--- src/rtl/fetch_pkg.sv ---
// Shared types and constants for the fetch/prefetch stage.
// NOP_INSTR is the bubble handed to decode whenever no instruction is presented.
// Optional feature macro used by the top: FETCH_PERF_CNT_EN.
package fetch_pkg;

    // Native width that the packed entry layout below is written for.
    localparam int FETCH_XLEN = 32;

    // Bubble instruction: bit pattern 01111 in the top bits, zeros below.
    localparam logic [31:0] NOP_INSTR = 32'h7800_0000;

    // Fetch sequencer states. At most one memory request is ever outstanding.
    //   IDLE : no request in flight, waiting for queue space
    //   REQ  : mem_req asserted, waiting for mem_gnt
    //   WAIT : granted, waiting for mem_rvalid; response is kept
    //   DROP : granted before a redirect, response will be discarded
    typedef enum logic [1:0] {
        IDLE = 2'd0,
        REQ  = 2'd1,
        WAIT = 2'd2,
        DROP = 2'd3
    } fetch_state_t;

    // One prefetch queue entry. The queue stores {pc, instr} in this order,
    // so a packed entry of width 2*XLEN has pc in the upper half.
    typedef struct packed {
        logic [FETCH_XLEN-1:0] pc;
        logic [FETCH_XLEN-1:0] instr;
    } fetch_entry_t;

endpackage

--- src/rtl/fetch_fifo.sv ---
// Small synchronous FIFO used as the prefetch queue.
// Clear has priority over push/pop. Push while full is accepted only when a
// pop happens in the same cycle; pop on empty is ignored.
module fetch_fifo #(
    parameter int DEPTH = 4,
    parameter int WIDTH = 64
) (
    input  logic                     clk,
    input  logic                     rst_n,
    input  logic                     clear,
    input  logic                     push,
    input  logic                     pop,
    input  logic [WIDTH-1:0]         wdata,
    output logic [WIDTH-1:0]         rdata,
    output logic [$clog2(DEPTH):0]   count,
    output logic                     full,
    output logic                     empty
);

    localparam int AW = $clog2(DEPTH);
    localparam int CW = AW + 1;
    localparam logic [CW-1:0] FULL_CNT = CW'(DEPTH);

    logic [WIDTH-1:0] mem [DEPTH];
    logic [AW-1:0]    rd_ptr;
    logic [AW-1:0]    wr_ptr;
    logic             do_push;
    logic             do_pop;

    assign empty   = (count == '0);
    assign full    = (count == FULL_CNT);
    assign do_pop  = pop & ~empty;
    assign do_push = push & (~full | do_pop);
    assign rdata   = mem[rd_ptr];

    // Pointer and occupancy bookkeeping; DEPTH is a power of two so the
    // pointers wrap naturally.
    always_ff @(posedge clk or negedge rst_n) begin
        if (!rst_n) begin
            rd_ptr <= '0;
            wr_ptr <= '0;
            count  <= '0;
        end else if (clear) begin
            rd_ptr <= '0;
            wr_ptr <= '0;
            count  <= '0;
        end else begin
            if (do_push) begin
                wr_ptr <= wr_ptr + AW'(1);
            end
            if (do_pop) begin
                rd_ptr <= rd_ptr + AW'(1);
            end
            case ({do_push, do_pop})
                2'b10:   count <= count + CW'(1);
                2'b01:   count <= count - CW'(1);
                default: count <= count;
            endcase
        end
    end

    // Entry storage; contents need no reset because count gates visibility.
    always_ff @(posedge clk) begin
        if (do_push && !clear) begin
            mem[wr_ptr] <= wdata;
        end
    end

endmodule

--- src/rtl/fetch_prefetch.sv ---
// Fetch stage with a prefetch queue of (PC, instruction) pairs.
// Sequential word fetches run ahead of decode over a req/gnt/rvalid port;
// branch flush, interrupt restore and instruction injection are handled here.
// Optional feature: define FETCH_PERF_CNT_EN to add perf_fetched/perf_starve.
//
// Memory handshake: mem_req/mem_addr are held until a cycle with
// mem_req & mem_gnt, which is the only cycle the address is sampled. Exactly
// one mem_rvalid answers each grant, in a later cycle; mem_rvalid seen while
// no request is outstanding is ignored. Decode side: instr is taken whenever
// instr_valid & !stall, except injected instructions, which never pop the queue.
module fetch_prefetch
    import fetch_pkg::*;
#(
    parameter int              XLEN     = 32,
    parameter int              DEPTH    = 4,
    parameter logic [XLEN-1:0] RESET_PC = 32'h0000_0000,
    parameter int              PC_STEP  = 4
) (
    input  logic            clk,
    input  logic            rst_n,
    input  logic            stall,
    input  logic            flush,
    input  logic [XLEN-1:0] in_PC_next,
    input  logic            restore,
    input  logic [XLEN-1:0] PC_before_int,
    input  logic            use_cpu_injection,
    input  logic [XLEN-1:0] cpu_injection,
    input  logic            use_INT_INSTR,
    input  logic [XLEN-1:0] INT_INSTR,
    output logic            mem_req,
    output logic [XLEN-1:0] mem_addr,
    input  logic            mem_gnt,
    input  logic            mem_rvalid,
    input  logic [XLEN-1:0] mem_rdata,
    output logic [XLEN-1:0] instr,
    output logic            instr_valid,
    output logic [XLEN-1:0] out_PC,
    output logic [XLEN-1:0] current_PC,
    output logic            Done,
    output logic [1:0]      dbg_state
`ifdef FETCH_PERF_CNT_EN
    ,
    output logic [31:0]     perf_fetched,
    output logic [31:0]     perf_starve
`endif
);

    localparam int CW = $clog2(DEPTH) + 1;
    localparam logic [CW-1:0]   DEPTH_C = CW'(DEPTH);
    localparam logic [XLEN-1:0] NOP_X   = XLEN'(NOP_INSTR);
    localparam logic [XLEN-1:0] STEP_X  = XLEN'(PC_STEP);

    fetch_state_t      state;
    fetch_state_t      state_nxt;
    logic [XLEN-1:0]   fetch_pc;
    logic [XLEN-1:0]   target;
    logic              redirect;
    logic              inject;
    logic              push;
    logic              pop;
    logic [2*XLEN-1:0] q_wdata;
    logic [2*XLEN-1:0] q_rdata;
    logic [CW-1:0]     q_count;
    logic [CW-1:0]     count_push;
    logic              q_full;
    logic              q_empty;
    logic [XLEN-1:0]   head_pc;
    logic [XLEN-1:0]   head_instr;

    // Restore outranks flush; either one is a redirect.
    assign redirect = restore | flush;
    assign target   = restore ? PC_before_int : in_PC_next;
    assign inject   = use_cpu_injection | use_INT_INSTR;

    // Decode pops only real queue entries, never during a redirect or injection.
    assign pop = ~redirect & ~q_empty & ~stall & ~inject;

    // Occupancy after this cycle assuming a push lands (pop may free a slot).
    assign count_push = q_count + CW'(1) - CW'(pop);

    assign q_wdata    = {fetch_pc, mem_rdata};
    assign head_pc    = q_rdata[2*XLEN-1:XLEN];
    assign head_instr = q_rdata[XLEN-1:0];

    fetch_fifo #(
        .DEPTH (DEPTH),
        .WIDTH (2 * XLEN)
    ) u_queue (
        .clk   (clk),
        .rst_n (rst_n),
        .clear (redirect),
        .push  (push),
        .pop   (pop),
        .wdata (q_wdata),
        .rdata (q_rdata),
        .count (q_count),
        .full  (q_full),
        .empty (q_empty)
    );

    // Next-state logic of the fetch sequencer and the queue push decision.
    always_comb begin
        state_nxt = state;
        push      = 1'b0;
        case (state)
            IDLE: begin
                // A redirect empties the queue, so space is guaranteed.
                if (redirect || !q_full) begin
                    state_nxt = REQ;
                end
            end
            REQ: begin
                if (mem_gnt) begin
                    state_nxt = redirect ? DROP : WAIT;
                end
            end
            WAIT: begin
                if (redirect) begin
                    // A response arriving in the redirect cycle is already
                    // the stale one, so nothing is left to drop.
                    state_nxt = mem_rvalid ? REQ : DROP;
                end else if (mem_rvalid) begin
                    push      = 1'b1;
                    state_nxt = (count_push < DEPTH_C) ? REQ : IDLE;
                end
            end
            DROP: begin
                if (mem_rvalid) begin
                    state_nxt = IDLE;
                end
            end
            default: state_nxt = IDLE;
        endcase
    end

    // Sequencer state register.
    always_ff @(posedge clk or negedge rst_n) begin
        if (!rst_n) begin
            state <= IDLE;
        end else begin
            state <= state_nxt;
        end
    end

    // Fetch PC: jump on redirect, otherwise advance (mod 2^XLEN) per accepted word.
    always_ff @(posedge clk or negedge rst_n) begin
        if (!rst_n) begin
            fetch_pc <= RESET_PC;
        end else if (redirect) begin
            fetch_pc <= target;
        end else if (push) begin
            fetch_pc <= fetch_pc + STEP_X;
        end
    end

    // Decode-facing instruction mux: redirect bubble, injections, queue head.
    always_comb begin
        instr       = NOP_X;
        instr_valid = 1'b0;
        if (!redirect) begin
            if (use_cpu_injection) begin
                instr       = cpu_injection;
                instr_valid = 1'b1;
            end else if (use_INT_INSTR) begin
                instr       = INT_INSTR;
                instr_valid = 1'b1;
            end else if (!q_empty) begin
                instr       = head_instr;
                instr_valid = 1'b1;
            end
        end
    end

    assign current_PC = q_empty ? fetch_pc : head_pc;
    assign out_PC     = current_PC;
    assign mem_req    = (state == REQ);
    assign mem_addr   = fetch_pc;
    assign Done       = push;
    assign dbg_state  = state;

`ifdef FETCH_PERF_CNT_EN
    // Saturating counters for fetched words and decode starvation cycles.
    always_ff @(posedge clk or negedge rst_n) begin
        if (!rst_n) begin
            perf_fetched <= '0;
            perf_starve  <= '0;
        end else begin
            if (push && (perf_fetched != '1)) begin
                perf_fetched <= perf_fetched + 32'd1;
            end
            if (q_empty && !redirect && !inject && (perf_starve != '1)) begin
                perf_starve <= perf_starve + 32'd1;
            end
        end
    end
`endif

endmodule

--- config.mk ---
export PLATFORM = sky130hd
export DESIGN_NAME = fetch_prefetch
export DESIGN_NICKNAME = d
export VERILOG_FILES = /design/src/rtl/fetch_pkg.sv /design/src/rtl/fetch_fifo.sv /design/src/rtl/fetch_prefetch.sv
export SDC_FILE = /design/constraint.sdc
export NUM_CORES = 1
export LEC_CHECK = 0
export ABC_AREA = 1
export CAP_MARGIN = 20
export CELL_PAD_IN_SITES_DETAIL_PLACEMENT = 0
export CELL_PAD_IN_SITES_GLOBAL_PLACEMENT = 1
export CORE_MARGIN = 10
export CORE_UTILIZATION = 42
export DETAILED_ROUTE_END_ITERATION = 7
export HOLD_SLACK_MARGIN = 0.1
export PLACE_DENSITY = 0.84
export RECOVER_POWER = 100
export SYNTH_ARGS = -nofsm -noshare
export SYNTH_HDL_FRONTEND = slang
export SYNTH_SLANG_ARGS = --single-unit
export TNS_END_PERCENT = 5
--- constraint.sdc ---
create_clock -name clk -period 7.6 [get_ports clk]
set_clock_uncertainty 0.05 [all_clocks]
set_input_delay 1.9 -clock clk [delete_from_list [all_inputs] [get_ports clk]]
set_output_delay 1.9 -clock clk [all_outputs]
set_load 0.03 [all_outputs]
==> results of run 1 <==
==> how the worst min path moves through the flow <==
stage,startpoint,end,slack (ps),depth (start not counted)
2_1_floorplan,u_queue.count[1]$_DFFE_PN0P_,u_queue.count[1]$_DFFE_PN0P_,450,2
3_3_place_gp,u_queue.count[1]$_DFFE_PN0P_,u_queue.count[1]$_DFFE_PN0P_,490,2
3_5_place_dp,u_queue.count[0]$_DFFE_PN0P_,u_queue.count[0]$_DFFE_PN0P_,500,3
4_1_cts,u_queue.count[0]$_DFFE_PN0P_,u_queue.count[0]$_DFFE_PN0P_,510,3
5_1_grt,u_queue.count[1]$_DFFE_PN0P_,u_queue.count[1]$_DFFE_PN0P_,550,2
6_report,u_queue.count[1]$_DFFE_PN0P_,u_queue.count[1]$_DFFE_PN0P_,510,2
==> cells in the final DEF (no fill, tap or decap), drive strengths merged, types with 3 or more instances in the layout <==
master         instances
a21oi                109
nand3                 33
clkinv                13
a31oi                  9
edfxtp               256
nand4                  5
dlygate4sd3          159
o21ai                215
mux2                   3
inv                   78
dfrtp                 41
clkinvlp               3
o22ai                 58
clkdlybuf4s50        141
clkbuf                53
nor3                   4
nand2                206
nor2                 281
o211ai                10
buf                    9
xor2                   5
ha                     8
==> critical path: stages <==
cell             delay [ps]
clkdlybuf4s50_1         390
buf_4                   230
inv_1                   170
nand2_1                  70
inv_1                   320
clkbuf_1                670
o211ai_1                200
o211ai_1                130
nand3_1                 150
clkdlybuf4s50_1         650
==> registers in the layout, indices dropped and copies added, names as in the netlist <==
| register | flops |
|---|---|
| u_queue.wr_ptr | 2 |
| u_queue.rd_ptr | 2 |
| dbg_state | 2 |
| u_queue.mem | 256 |
| u_queue.count | 3 |
| mem_addr | 32 |
==> cell type report <==
type | count | share of cell area
flip-flops and latches | 297 | 0.483
multi-input cells | 953 | 0.246
repair buffers | 322 | 0.173
clock buffers | 40 | 0.0459
well taps | 442 | 0.0306
inverters | 78 | 0.0163
clock inverters | 16 | 0.00513
diodes | 2 | 0.000277
==> metal layers <==
layer	vias up	GRT usage
li1	5481	-
met1	5392	0.253
met2	432	0.329
met3	59	0.0548
met4	2	0.0400
met5	-	0
==> through the flow <==
| step | cells | utilization | power (W) | area, µm² | worst slack (ps) |
|---|---|---|---|---|---|
| after floorplan | 1443 | - | 0.00247 | 14100 | 1550 |
| after CTS | 2148 | 0.554 | 0.00424 | 18200 | 1170 |
| final | 2150 | 0.551 | 0.00415 | 18100 | 753 |
| after detailed placement | 2092 | 0.526 | 0.00288 | 17200 | 1170 |
| after global routing | 2148 | 0.551 | 0.00432 | 18100 | 557 |
| after global placement | 2092 | 0.526 | 0.00287 | 17200 | 1200 |
==> power by group through the flow <==
stage	logic (W)	clock network, W	registers [W]
floorplan	0.000475	0	0.00199
global placement	0.000911	0	0.00196
detailed placement	0.000913	0	0.00197
CTS	0.000917	0.00139	0.00193
global route	0.000923	0.00146	0.00194
finish	0.000856	0.00136	0.00193
==> cells by family after synthesis <==
family,count (synthesis)
buffers and inverters,193
AO/OA/AOI/OAI,404
adder cells (fa/ha/maj),8
XOR/XNOR,7
AND/OR/NAND/NOR,531
flip-flops,297
multiplexers,3
==> Yosys cell counts (3+ instances only) <==
cell	count	area share
a21oi_1	108	0.038
a31oi_1	9	0.0040
buf_1	4	0.0011
buf_2	24	0.0085
buf_4	33	0.018
clkbuf_1	53	0.014
dfrtp_1	41	0.073
edfxtp_1	256	0.55
ha_1	8	0.0071
inv_1	73	0.019
inv_2	3	0.00080
mux2_2	3	0.0024
nand2_1	202	0.054
nand2_2	4	0.0018
nand3_1	33	0.012
nand4_1	4	0.0018
nor2_1	278	0.074
nor3_1	4	0.0014
o211ai_1	10	0.0053
o21ai_0	208	0.074
o21ai_1	7	0.0025
o22ai_1	58	0.026
xor2_1	5	0.0031
==> metrics.txt, run 1 <==
adder-cell share of the synthesized area 0.00712; unrepaired setup endpoints after global routing no; mux share of post-synthesis cell area 0.00240; TNS Setup 0 ps; largest family of logic cells by synthesized area compound AO/OA/AOI/OAI gates; asr flop ratio synth 0.138; footprint of the multi-input gates 0.00445 mm²; largest net degree at the start of global routing 100; CTS Hold Bufs 0; layout cells sized above 1 0.0445; outcome complete, but fails checks; Worst Setup SP use_INT_INSTR; Total Routing Usage GR 0.197; xor/xnor cell area share of the yosys netlist 0.00436; uppermost layer routed met5; Post-DP HPWL 29000 µm; max_cap viols 9; CTS clock-pin slew for the worst setup and hold paths 60 ps; final count of negative-setup-slack endpoints 0; CTS buffer count 30; Post-route DRC 0; part of the Yosys area used for sequential elements 0.620; initial core utilization 0.429; I/O pin total 302; Iter 0 DRT Violations 712; DRT met1 WL 18400 µm; Layout area overhead 28.5%; critical path fanouts, max 30; EDFF count, synth 256; worst vdd ir 0.185 mV; Synth Net Count 1620; initial antenna violation count 2; Min Hold Slack 508 ps; DIE WIDTH 203 µm; Clk pwr share 0.328; Compound-Gate Fraction of Synth Area 0.153; CP Capture Type output port; TritonRoute pass-1 iters 5; r2r startpoint u_queue.count[0]$_DFFE_PN0P_; Cell Rows 66; Flop pwr share 0.466; Routed Antenna Nets 0; Via Count 11400; Cell Area, Synth 0.0141 mm²; Hold Violations, Final 0; Fmax 146 MHz; slew margin rel. -0.893; reg2reg end u_queue.mem[2][0]$_DFFE_PP_; CTS H-tree depth 1; critical path type primary input to output port; Final Cycle Share 0.901; met2 WL 19600 µm; die height 203 µm; Post-Synthesis Cells 1443; GRT Residual Overflow 0; Clock Path Buffers 3; Yosys Warn Count 0; Final min period 6850 ps; CP arrival 4900 ps; RePlAce Congestion 0.840; internal power 0.00292 W; r2r setup slk 2250 ps; Comb power frac 0.206; Die Footprint 0.0412 mm²; failing checks capacitance limit, slew limit; crit path capture instr[30]; Core Box Area 0.0328 mm²; Distinct cells, synth 35; top_reg_cell synth edfxtp_1; worst hold path class flip-flop to flip-flop; # Post-CTS Setup Buffers 0; PortBufs 301; flops & latches, synth 297; Slew Limit Fails 405; via/cell ratio 5.29; LEAKAGE 6.59 nW; met3 WL 3690 µm; switch share 0.297; root buffer cell clkbuf_16; Nets 1859; WL per Instance 19.8 µm; FF-to-FF path depth 9; Worst EP required 5650 ps; Fillers 2884; Pwr Density 230 mW/mm²; Critical Path Start Type primary input; post-CTS sizing 0; worst skew pair latency 550 ps; CTS tree built; first-pass GRT wire length 64600 µm; CTS sink cnt 297; DRT Wirelength 42500 µm; Post-Synth Simple-Gate Area 0.151; Switch Pwr 0.00123 W; Syn Area/Cell 9.74 µm²; Worst Tran Pin Value 2840 ps; vias in the first global route 11100; register area 0.00872 mm²
Power figures use the tool's default switching activity.
==> run 2, diff against run 1 <==
--- a/config.mk
+++ b/config.mk
@@ -9,9 +9,11 @@
 export CAP_MARGIN = 20
 export CELL_PAD_IN_SITES_DETAIL_PLACEMENT = 0
 export CELL_PAD_IN_SITES_GLOBAL_PLACEMENT = 1
+export CORE_ASPECT_RATIO = 0.8
 export CORE_MARGIN = 10
 export CORE_UTILIZATION = 42
 export DETAILED_ROUTE_END_ITERATION = 7
+export GPL_TIMING_DRIVEN = 0
 export HOLD_SLACK_MARGIN = 0.1
 export PLACE_DENSITY = 0.84
 export RECOVER_POWER = 100
==> run 2 against run 1 <==
- total power rose by 5.5%
- clock power is 10% higher
- the flow still finishes with violations (capacitance limit, slew limit)
- maximum frequency increased by 0.54%
- utilization is 1.8 points higher
- setup slack improved by 37 ps
- routed wire length rose by 15%
- flip-flop and latch count stayed put
- cell count increased by 3.8%
- worst hold slack gained 0.71 ps
- non-clock buffer count rose by 100
- first-iteration DRC count is 81% higher
- largest cell class unchanged
- largest power group unchanged
- sequential power about the same
==> metrics.txt, run 2 (synthesis gave the netlist of run 1 again) <==
Via Count 12100 (+6.4%); Final min period 6810 ps (-37.1 ps); Layout area overhead 32.6%; Critical Path Start Type primary input; Core Box Area 0.0328 mm² (about the same); CTS H-tree depth 1 (unchanged); Hold Violations, Final 0 (unchanged); initial antenna violation count 3 (+1); Fmax 147 MHz (+0.54%); commonest non-fill, non-tap cell in the layout nor2_1; commonest non-fill, non-tap cells in the layout nor2_1, edfxtp_1, o21ai_0; PortBufs 298 (-1.0%); Nets 1958 (+5.3%); unrepaired setup endpoints after global routing no; CTS clock-pin slew for the worst setup and hold paths 60 ps (about the same); worst hold path class flip-flop to flip-flop; slew margin rel. -0.855 (+0.0383); worst vdd ir 0.149 mV (-19%); Cell Rows 59 (-11%); CTS buffer count 29 (-3.3%); critical path fanouts, max 10 (-67%); CTS tree built; RePlAce Congestion 0.921 (+9.6%); largest net degree at the start of global routing 34 (-66%); Post-DP HPWL 36100 µm (+24%); Worst EP required 5650 ps (about the same); Design Power 0.00438 W (+5.5%); DIE WIDTH 225 µm (+11%); max reg flops 256 (unchanged); Iter 0 DRT Violations 1287 (+81%); Slew Limit Fails 150 (-63%); CP Capture Type output port; Post-route DRC 0 (unchanged); DRT Wirelength 48700 µm (+15%); Die Footprint 0.0412 mm² (+0.11%); GRT Residual Overflow 0 (unchanged); vias in the first global route 11700 (+5.9%); critical path type primary input to output port; area post-placement 0.0178 mm² (+3.3%); I/O pin total 302 (unchanged); Min Hold Slack 509 ps (+0.707 ps); CTS Hold Bufs 0 (unchanged); initial core utilization 0.429 (about the same); layout cells sized above 1 0.0627 (+0.0182); Routed Antenna Nets 0 (unchanged); Total Routing Usage GR 0.227 (+0.0295); Final Cycle Share 0.896 (-0.00488); CTS sink cnt 297 (unchanged); Pwr Density 235 mW/mm² (+2.2%); worst skew pair latency 560 ps (about the same); die height 184 µm (-9.5%); root buffer cell clkbuf_16; max_cap viols 6 (-3); Clock Path Buffers 3 (unchanged); failing checks capacitance limit, slew limit; Worst Tran Pin Value 2770 ps (-67.7 ps); # Post-CTS Setup Buffers 0 (unchanged); final count of negative-setup-slack endpoints 0 (unchanged); via/cell ratio 5.42 (+2.5%); post-CTS sizing 0 (unchanged); TNS Setup 0 ps (unchanged); WL per Instance 21.8 µm (+10%); Most flops, register u_queue.mem; CP arrival 4860 ps (-40 ps); final instance area 0.0186 mm² (+3.2%); outcome complete, but fails checks; LEAKAGE 6.90 nW (+4.7%); first-pass GRT wire length 72000 µm (+12%); TritonRoute pass-1 iters 5 (unchanged)
run 2: changes by cell type in the layout (fill, tap and decap cells not counted), sizes merged, moves of 2 or more:
cell and change:
bufinv +6, clkdlybuf4s50 -4, clkbuf +47, clkinvlp -2
buf +49
run 2: layer usage:
layer	vias up	GRT usage	share of wire
met5	-	0	0.00023
met4	2	0.0505	0.018
met3	50	0.0540	0.10
met2	573	0.366	0.46
met1	5800	0.305	0.42
li1	5667	-	-
run 2: through the flow:
stage                     instances  setup slack, ps  utilization
after floorplan                1443             1550            -
after global placement         2168            -1370        0.536
after detailed placement       2177             1310        0.543
after global routing           2230              638        0.569
after CTS                      2228             1300        0.573
final                          2231              790        0.569
run 2: power breakdown:
group	leakage (nW)	internal (W)	switching (W)	total (W)
Sequential	2.78	0.00184	0.000104	0.00194
Clock	0.480	0.000897	0.000602	0.00150
Combinational	3.64	0.000359	0.000580	0.000940
run 2: worst paths after layout:
check / end / from / cells past startpoint / slack (ps)
max in group asynchronous: u_queue.count[0]$_DFFE_PN0P_ / rst_n / 2 / 3860
setup / recovery: instr[31] / flush / 7 / 790
hold / removal: u_queue.count[1]$_DFFE_PN0P_ / u_queue.count[1]$_DFFE_PN0P_ / 2 / 510
setup reg to reg: u_queue.mem[2][27]$_DFFE_PP_ / u_queue.count[0]$_DFFE_PN0P_ / 8 / 2270
hold reg to reg: u_queue.count[1]$_DFFE_PN0P_ / u_queue.count[1]$_DFFE_PN0P_ / 2 / 510
min in group asynchronous: mem_addr[13]$_DFFE_PN0P_ / rst_n / 1 / 1380
run 2: area by class of cell:
type / instances / area, µm²
tap: 427 / 534
antenna: 3 / 7.51
clock buffer: 33 / 741
buffer: 115 / 581
clock inverter: 18 / 236
inverter: 78 / 294
fill: 2859 / 14100
multi-input combinational: 953 / 4420
timing repair buffer: 307 / 3120
sequential: 297 / 8710
run 2: critical path: stages:
cell and delay (ps):
clkbuf_1 270, nor2_8 350, buf_2 310, clkbuf_1 710, o21ai_0 340, a21oi_1 210, dlygate4sd3_1 770
